$ cat src/rtl/dsp_pack_scheduler_if.sv
// Request, DSP-drive and result bundle between two requesters, the scheduler and the DSP.
// The slave modport is the scheduler's view; master is the surrounding logic.
interface dsp_pack_scheduler_if #(
    parameter int N = 9,
    parameter int M = 9
);
    logic [1:0]     req_valid;
    logic [1:0]     req_ready;
    logic [N-1:0]   req_a0, req_a1;
    logic [M-1:0]   req_b0, req_b1;
    logic           dsp_start;
    logic [1:0]     dsp_mode;
    logic [N-1:0]   dsp_aa;
    logic [M-1:0]   dsp_bb;
    logic [N+M-1:0] dsp_out;
    logic [1:0]     res_valid;
    logic [N+M-1:0] res_data0, res_data1;

    modport slave (
        input  req_valid, req_a0, req_b0, req_a1, req_b1, dsp_out,
        output req_ready, dsp_start, dsp_mode, dsp_aa, dsp_bb,
               res_valid, res_data0, res_data1
    );

    modport master (
        output req_valid, req_a0, req_b0, req_a1, req_b1, dsp_out,
        input  req_ready, dsp_start, dsp_mode, dsp_aa, dsp_bb,
               res_valid, res_data0, res_data1
    );
endinterface

$ cat src/rtl/dsp_pack_scheduler.sv
// Shares one fracturable 9x9 DSP between two requesters: packs two narrow ops into
// dual-lane mode, otherwise issues full-width ops round-robin; a tag pipeline routes products back.
module dsp_pack_scheduler #(
    parameter int N       = 9,
    parameter int M       = 9,
    parameter int DSP_LAT = 1
) (
    input  logic                clk,
    input  logic                rst_n,
    input  logic                pack_en,
    dsp_pack_scheduler_if.slave bus
);
    localparam int W = N + M;

    logic               rr, gnt, pack, issue;
    logic [1:0]         narrow, ready;
    logic [4:0]         a_l0, b_l0;
    logic [3:0]         a_l1, b_l1;
    logic [N-1:0]       aa_nxt, aa_q;
    logic [M-1:0]       bb_nxt, bb_q;
    logic [1:0]         mode_q;
    logic [DSP_LAT:0]   vld_pipe, pk_pipe, own_pipe;
    logic [1:0]         res_valid_q;
    logic [W-1:0]       res0_q, res1_q, lane0, lane1;

    assign narrow[0] = (bus.req_a0[N-1:4] == '0) && (bus.req_b0[M-1:4] == '0);
    assign narrow[1] = (bus.req_a1[N-1:4] == '0) && (bus.req_b1[M-1:4] == '0);
    assign pack      = pack_en && (&bus.req_valid) && (&narrow);
    assign issue     = |bus.req_valid;

    // gnt is the full-issue winner; on a packed issue it stays at rr (the lane-0 owner)
    always_comb begin
        ready = 2'b00;
        gnt   = rr;
        if (pack) begin
            ready = 2'b11;
        end else if (bus.req_valid[rr]) begin
            ready[rr] = 1'b1;
        end else if (bus.req_valid[~rr]) begin
            ready[~rr] = 1'b1;
            gnt        = ~rr;
        end
    end
    assign bus.req_ready = ready;

    assign a_l0 = rr ? bus.req_a1[4:0] : bus.req_a0[4:0];
    assign b_l0 = rr ? bus.req_b1[4:0] : bus.req_b0[4:0];
    assign a_l1 = rr ? bus.req_a0[3:0] : bus.req_a1[3:0];
    assign b_l1 = rr ? bus.req_b0[3:0] : bus.req_b1[3:0];

    always_comb begin
        aa_nxt = gnt ? bus.req_a1 : bus.req_a0;
        bb_nxt = gnt ? bus.req_b1 : bus.req_b0;
        if (pack) begin
            aa_nxt      = '0;
            bb_nxt      = '0;
            aa_nxt[4:0] = a_l0;
            aa_nxt[8:5] = a_l1;
            bb_nxt[4:0] = b_l0;
            bb_nxt[8:5] = b_l1;
        end
    end

    always_ff @(posedge clk or negedge rst_n) begin
        if (!rst_n) begin
            rr     <= 1'b0;
            mode_q <= 2'b00;
            aa_q   <= '0;
            bb_q   <= '0;
        end else if (issue) begin
            mode_q <= pack ? 2'b01 : 2'b00;
            aa_q   <= aa_nxt;
            bb_q   <= bb_nxt;
            if (!pack) rr <= ~gnt;
        end
    end

    // stage 0 rides alongside dsp_start; stage DSP_LAT lines up with dsp_out
    always_ff @(posedge clk or negedge rst_n) begin
        if (!rst_n) begin
            vld_pipe <= '0;
            pk_pipe  <= '0;
            own_pipe <= '0;
        end else begin
            vld_pipe <= {vld_pipe[DSP_LAT-1:0], issue};
            pk_pipe  <= {pk_pipe[DSP_LAT-1:0], pack};
            own_pipe <= {own_pipe[DSP_LAT-1:0], gnt};
        end
    end

    assign bus.dsp_start = vld_pipe[0];
    assign bus.dsp_mode  = mode_q;
    assign bus.dsp_aa    = aa_q;
    assign bus.dsp_bb    = bb_q;

    always_comb begin
        lane0       = '0;
        lane1       = '0;
        lane0[9:0]  = bus.dsp_out[9:0];
        lane1[7:0]  = bus.dsp_out[17:10];
    end

    always_ff @(posedge clk or negedge rst_n) begin
        if (!rst_n) begin
            res_valid_q <= 2'b00;
            res0_q      <= '0;
            res1_q      <= '0;
        end else begin
            res_valid_q <= 2'b00;
            if (vld_pipe[DSP_LAT]) begin
                if (pk_pipe[DSP_LAT]) begin
                    res_valid_q <= 2'b11;
                    if (own_pipe[DSP_LAT]) begin
                        res1_q <= lane0;
                        res0_q <= lane1;
                    end else begin
                        res0_q <= lane0;
                        res1_q <= lane1;
                    end
                end else begin
                    res_valid_q[own_pipe[DSP_LAT]] <= 1'b1;
                    if (own_pipe[DSP_LAT]) res1_q <= bus.dsp_out;
                    else                   res0_q <= bus.dsp_out;
                end
            end
        end
    end

    assign bus.res_valid = res_valid_q;
    assign bus.res_data0 = res0_q;
    assign bus.res_data1 = res1_q;
endmodule

$ cat src/flat_wrapper.sv
// flat-port wrapper written by rule: the top's interface ports become plain ports
module dsp_pack_scheduler_flat 
#(
    parameter int N       = 9,
    parameter int M       = 9,
    parameter int DSP_LAT = 1
)
  (clk, rst_n, pack_en, bus_req_valid, bus_req_a0, bus_req_b0, bus_req_a1, bus_req_b1, bus_dsp_out, bus_req_ready, bus_dsp_start, bus_dsp_mode, bus_dsp_aa, bus_dsp_bb, bus_res_valid, bus_res_data0, bus_res_data1);
  dsp_pack_scheduler_if #(.N(N), .M(M)) bus_i ();
  input  logic clk;
  input  logic rst_n;
  input  logic pack_en;
  input wire logic [$bits(bus_i.req_valid)-1:0] bus_req_valid;
  input wire logic [$bits(bus_i.req_a0)-1:0] bus_req_a0;
  input wire logic [$bits(bus_i.req_b0)-1:0] bus_req_b0;
  input wire logic [$bits(bus_i.req_a1)-1:0] bus_req_a1;
  input wire logic [$bits(bus_i.req_b1)-1:0] bus_req_b1;
  input wire logic [$bits(bus_i.dsp_out)-1:0] bus_dsp_out;
  output wire logic [$bits(bus_i.req_ready)-1:0] bus_req_ready;
  output wire logic [$bits(bus_i.dsp_start)-1:0] bus_dsp_start;
  output wire logic [$bits(bus_i.dsp_mode)-1:0] bus_dsp_mode;
  output wire logic [$bits(bus_i.dsp_aa)-1:0] bus_dsp_aa;
  output wire logic [$bits(bus_i.dsp_bb)-1:0] bus_dsp_bb;
  output wire logic [$bits(bus_i.res_valid)-1:0] bus_res_valid;
  output wire logic [$bits(bus_i.res_data0)-1:0] bus_res_data0;
  output wire logic [$bits(bus_i.res_data1)-1:0] bus_res_data1;
  assign bus_i.req_valid = bus_req_valid;
  assign bus_i.req_a0 = bus_req_a0;
  assign bus_i.req_b0 = bus_req_b0;
  assign bus_i.req_a1 = bus_req_a1;
  assign bus_i.req_b1 = bus_req_b1;
  assign bus_i.dsp_out = bus_dsp_out;
  assign bus_req_ready = bus_i.req_ready;
  assign bus_dsp_start = bus_i.dsp_start;
  assign bus_dsp_mode = bus_i.dsp_mode;
  assign bus_dsp_aa = bus_i.dsp_aa;
  assign bus_dsp_bb = bus_i.dsp_bb;
  assign bus_res_valid = bus_i.res_valid;
  assign bus_res_data0 = bus_i.res_data0;
  assign bus_res_data1 = bus_i.res_data1;
  dsp_pack_scheduler #(.N(N), .M(M), .DSP_LAT(DSP_LAT)) u_core (.clk(clk), .rst_n(rst_n), .pack_en(pack_en), .bus(bus_i));
endmodule
$ cat config.mk
export PLATFORM = sky130hd
export DESIGN_NAME = dsp_pack_scheduler_flat
export DESIGN_NICKNAME = d
export VERILOG_FILES = /design/src/rtl/dsp_pack_scheduler_if.sv /design/src/rtl/dsp_pack_scheduler.sv /design/src/flat_wrapper.sv
export SDC_FILE = /design/constraint.sdc
export NUM_CORES = 1
export LEC_CHECK = 0
export CAP_MARGIN = 25
export CORE_UTILIZATION = 35
export CTS_CLUSTER_SIZE = 28
export DETAILED_ROUTE_END_ITERATION = 10
export PLACE_DENSITY = 0.71
export SLEW_MARGIN = 20
export SYNTH_ARGS = -nofsm -noshare
export SYNTH_HDL_FRONTEND = slang
export SYNTH_SLANG_ARGS = --single-unit
$ cat constraint.sdc
create_clock -name clk -period 4.15 [get_ports clk]
set_clock_uncertainty 0.2 [all_clocks]
set_input_delay 1.245 -clock clk [delete_from_list [all_inputs] [get_ports clk]]
set_output_delay 1.245 -clock clk [all_outputs]
set_load 0.02 [all_outputs]
==> metrics.md <==
| Metric | Value |
|---|---|
| Status | `complete, no violations` |
| Iter 0 DRT Violations | `108` |
| Max-Cap Viols | `0` |
| Post-DRT Antenna Nets | `0` |
| Post-synth ARST share | `100%` |
| Row Count | `34` |
| Post-route setup slack | `0.0817 ns` |
| CTS H-Tree Depth | `3` |
| Clock power frac | `17.2%` |
| Relative slew margins | `55.8%` |
| Final min period | `4.07 ns` |
| Synth Cell Area | `3180 um2` |
| Clock Path Buffers | `2` |
| Sw Ratio | `39.4%` |
| Clock tree root buffer cell | `clkbuf_8` |
| Residual DRC | `0` |
| Switch Pwr | `0.00135 W` |
| Starting Density | `36.3%` |
| Pre-CTS setup slack | `-0.407 ns` |
| Final setup fails | `0` |
| Syn Nets | `384` |
| Placed inst area | `4540 um2` |
| Share of layout cells above drive strength 1 | `12.3%` |
| Final Hold Viols | `0` |
| Required @ worst endpoint | `2.70 ns` |
| Pin count of the biggest net entering global routing | `42` |
| Syn Area/Cell | `9.81 um2` |
| Slowest stage cell, crit path | `clkdlybuf4s50_1` |
| Filler cells | `784` |
| CTS Buf Count | `9` |
| Worst Min Path Start | `u_core.own_pipe[0]` |
| Detailed-router iteration count before antenna repair | `4` |
| Static Leakage | `2.05 nW` |
| Seq pwr share | `32.2%` |
| Clk Latency, worst-skew pair | `0.33 ns` |
| Vias in the first global route | `3,080` |
| Setup crit start kind | `input port` |
| Clock transition at path regs | `0.06 ns` |
| Wire length of the first global-routing pass | `15.2 mm` |
| P_int | `0.00208 W` |
| Port Buffer Count | `118` |
| GRT overflow | `0` |
| Gpl congestion | `0.840` |
| Primary FF master, synth | `dfrtp_1` |
| Ports | `120` |
| Hpwl dp | `6.64 mm` |
| Worst r2r src | `u_core.rr` |
| Critical Path Source | `bus_req_a0[5]` |
| Diode count | `0` |
| Max frequency | `0.246 GHz` |
| CP cell instances | `clkdlybuf4s50_1 -> nor4b_4 -> and4_1 -> nand2_2 -> inv_2 -> a21o_1 -> buf_4` |
| Gr usage total | `19.9%` |
| Initial antenna violation count | `0` |
| CP max stage delay | `0.46 ns` |
| Cell area after layout | `4790 um2` |
| Peak VDD IR | `295 uV` |
| Cts hold-fix bufs | `0` |
| RSZ-0062 raised after global routing | `false` |
| Met2 Usage GRT | `33.2%` |
| Die span in y | `97.3 um` |
| Register bit count reported by yosys | `64` |
| Nets@finish | `511` |
| Max-slew violations | `0` |
| Critical Path Sink Type | `output pin` |
| Die X | `97.3 um` |
| Buf/Inv on CP | `3` |
| Post-synth EDFFs | `0` |
| Largest delay share family, worst path | `buffers and inverters` |
| WS Path Type | `in -> out` |
| Vias per Instance | `5.44` |
| Vias | `3,069` |
| Final wirelength | `9.26 mm` |
| Synth warn | `0` |
| Min-Delay Path Class | `reg -> reg` |
| Clock Sinks | `64` |
| Area growth, synth to finish | `50.5%` |
| Final Cycle Share | `98.0%` |
| Logic gate share of total power | `50.7%` |
| M1 GR Usage | `24.4%` |
| Cells after Synth | `324` |
| Met3 usage | `7.34%` |
| CTS tree | `yes` |
| Post-synth cell types | `40` |
| Register area share after synthesis | `50.4%` |
| Routed WL per cell | `16.4 um` |
| Area of the core | `8760 um2` |
| Pwr/cell area | `717 nW/um2` |
| Crit path max fanout | `3` |
| GRT busiest layer | `met2` |
| Worst-Margin Slew | `0.662 ns` |
| Die footprint | `9470 um2` |
| WP data arrival | `2.62 ns` |
==> per-stage QoR <==
stage | util [%] | instances | power, W | hold slack [ns] | setup TNS, ns
finish | 54.6 | 564 | 0.00343 | 0.147 | 0
global route | 54.6 | 564 | 0.00364 | 0.152 | 0
detailed placement | 51.8 | 547 | 0.00286 | 0.135 | -0.784
floorplan | - | 324 | 0.00205 | 0.131 | 0
global placement | 51.8 | 547 | 0.00281 | 0.131 | -0.724
CTS | 54.5 | 563 | 0.00346 | 0.146 | -0.0468
==> final timing paths <==
check                                                 to  depth (start not counted)  slack (ns)
worst max-delay path                    bus_req_ready[0]                          7        0.08
worst min-delay path                  u_core.own_pipe[1]                          0        0.15
worst max register to register      u_core.bus.dsp_aa[5]                          6        1.33
worst min register to register        u_core.own_pipe[1]                          0        0.15
max in group asynchronous                      u_core.rr                          2        2.11
min in group asynchronous       u_core.bus.res_data0[11]                          1        0.70
==> synth_stat cells (all sizes together), types with 10 or more instances <==
| cell | n | share of area (%) |
|---|---|---|
| dfrtp | 64 | 50 |
| nand2 | 41 | 4.9 |
| o22ai | 26 | 5.1 |
| a21oi | 18 | 2.8 |
| o21ai | 18 | 2.8 |
| clkbuf | 16 | 1.9 |
| nand2b | 16 | 3.1 |
| inv | 15 | 1.8 |
| mux2i | 13 | 4.1 |
| and2 | 10 | 2.0 |
| and3 | 10 | 2.0 |
| o221ai | 10 | 2.8 |
==> flip-flops by register name, indices dropped and copies added (netlist names) <==
| signal | count |
|---|---|
| u_core.bus.dsp_aa | 9 |
| u_core.bus.dsp_bb | 9 |
| u_core.vld_pipe | 2 |
| u_core.pk_pipe | 2 |
| u_core.rr | 1 |
| u_core.bus.res_data0 | 18 |
| u_core.bus.dsp_mode | 1 |
| u_core.own_pipe | 2 |
| u_core.bus.res_data1 | 18 |
| u_core.bus.res_valid | 2 |
==> final cells by class <==
class	count	area [um2]	area share [%]
timing repair buffer	140	1330	27.9
clock buffer	10	138	2.88
clock inverter	6	82.6	1.73
sequential	64	1600	33.5
tap	108	135	2.82
multi-input combinational	220	1440	30.0
inverter	16	60.1	1.25
==> cell families (layout without fill, tap and decap cells) <==
family	count (synthesis)	after routing	share of synthesized area, %
adder cells (fa/ha/maj)	1	1	0.393
AO/OA/AOI/OAI	109	109	23.3
AND/OR/NAND/NOR	95	95	16.0
other	1	1	0.118
flip-flops	64	64	50.4
multiplexers	14	14	4.45
buffers and inverters	40	172	5.31
==> layer usage <==
layer / wire, um / up-vias
met5: 0 / -
met4: 34 / 0
met3: 782 / 5
met2: 4460 / 118
met1: 3980 / 1497
li1: - / 1449
==> power by group through the flow <==
| stage | sequential [W] | combinational (W) | clock (W) |
|---|---|---|---|
| 2_1_floorplan | 0.00139 | 0.000656 | 0 |
| 3_3_place_gp | 0.00110 | 0.00171 | 0 |
| 3_5_place_dp | 0.00111 | 0.00174 | 0 |
| 4_1_cts | 0.00110 | 0.00175 | 0.000606 |
| 5_1_grt | 0.00114 | 0.00187 | 0.000637 |
| 6_report | 0.00110 | 0.00174 | 0.000588 |
==> cells in the final DEF, fill, tap and decap left out, types with 9 or more instances in the layout <==
cell / count
mux2i_1: 13
buf_4: 23
nand2b_1: 16
clkdlybuf4s50_1: 112
and3_1: 10
o221ai_1: 10
o21ai_1: 11
dfrtp_1: 64
inv_1: 12
and2_1: 9
a21oi_1: 18
clkbuf_8: 10
nand2_1: 39
o22ai_1: 26
==> timing repair <==
action | 4_1_cts | 5_1_grt
setup endpoints to repair | 2 | 2
setup buffers | 0 | 1
pin swaps | 0 | 2
cloned | 0 | 0
resized for setup | 10 | 6
Note: power is estimated with default switching activity, not from simulation.
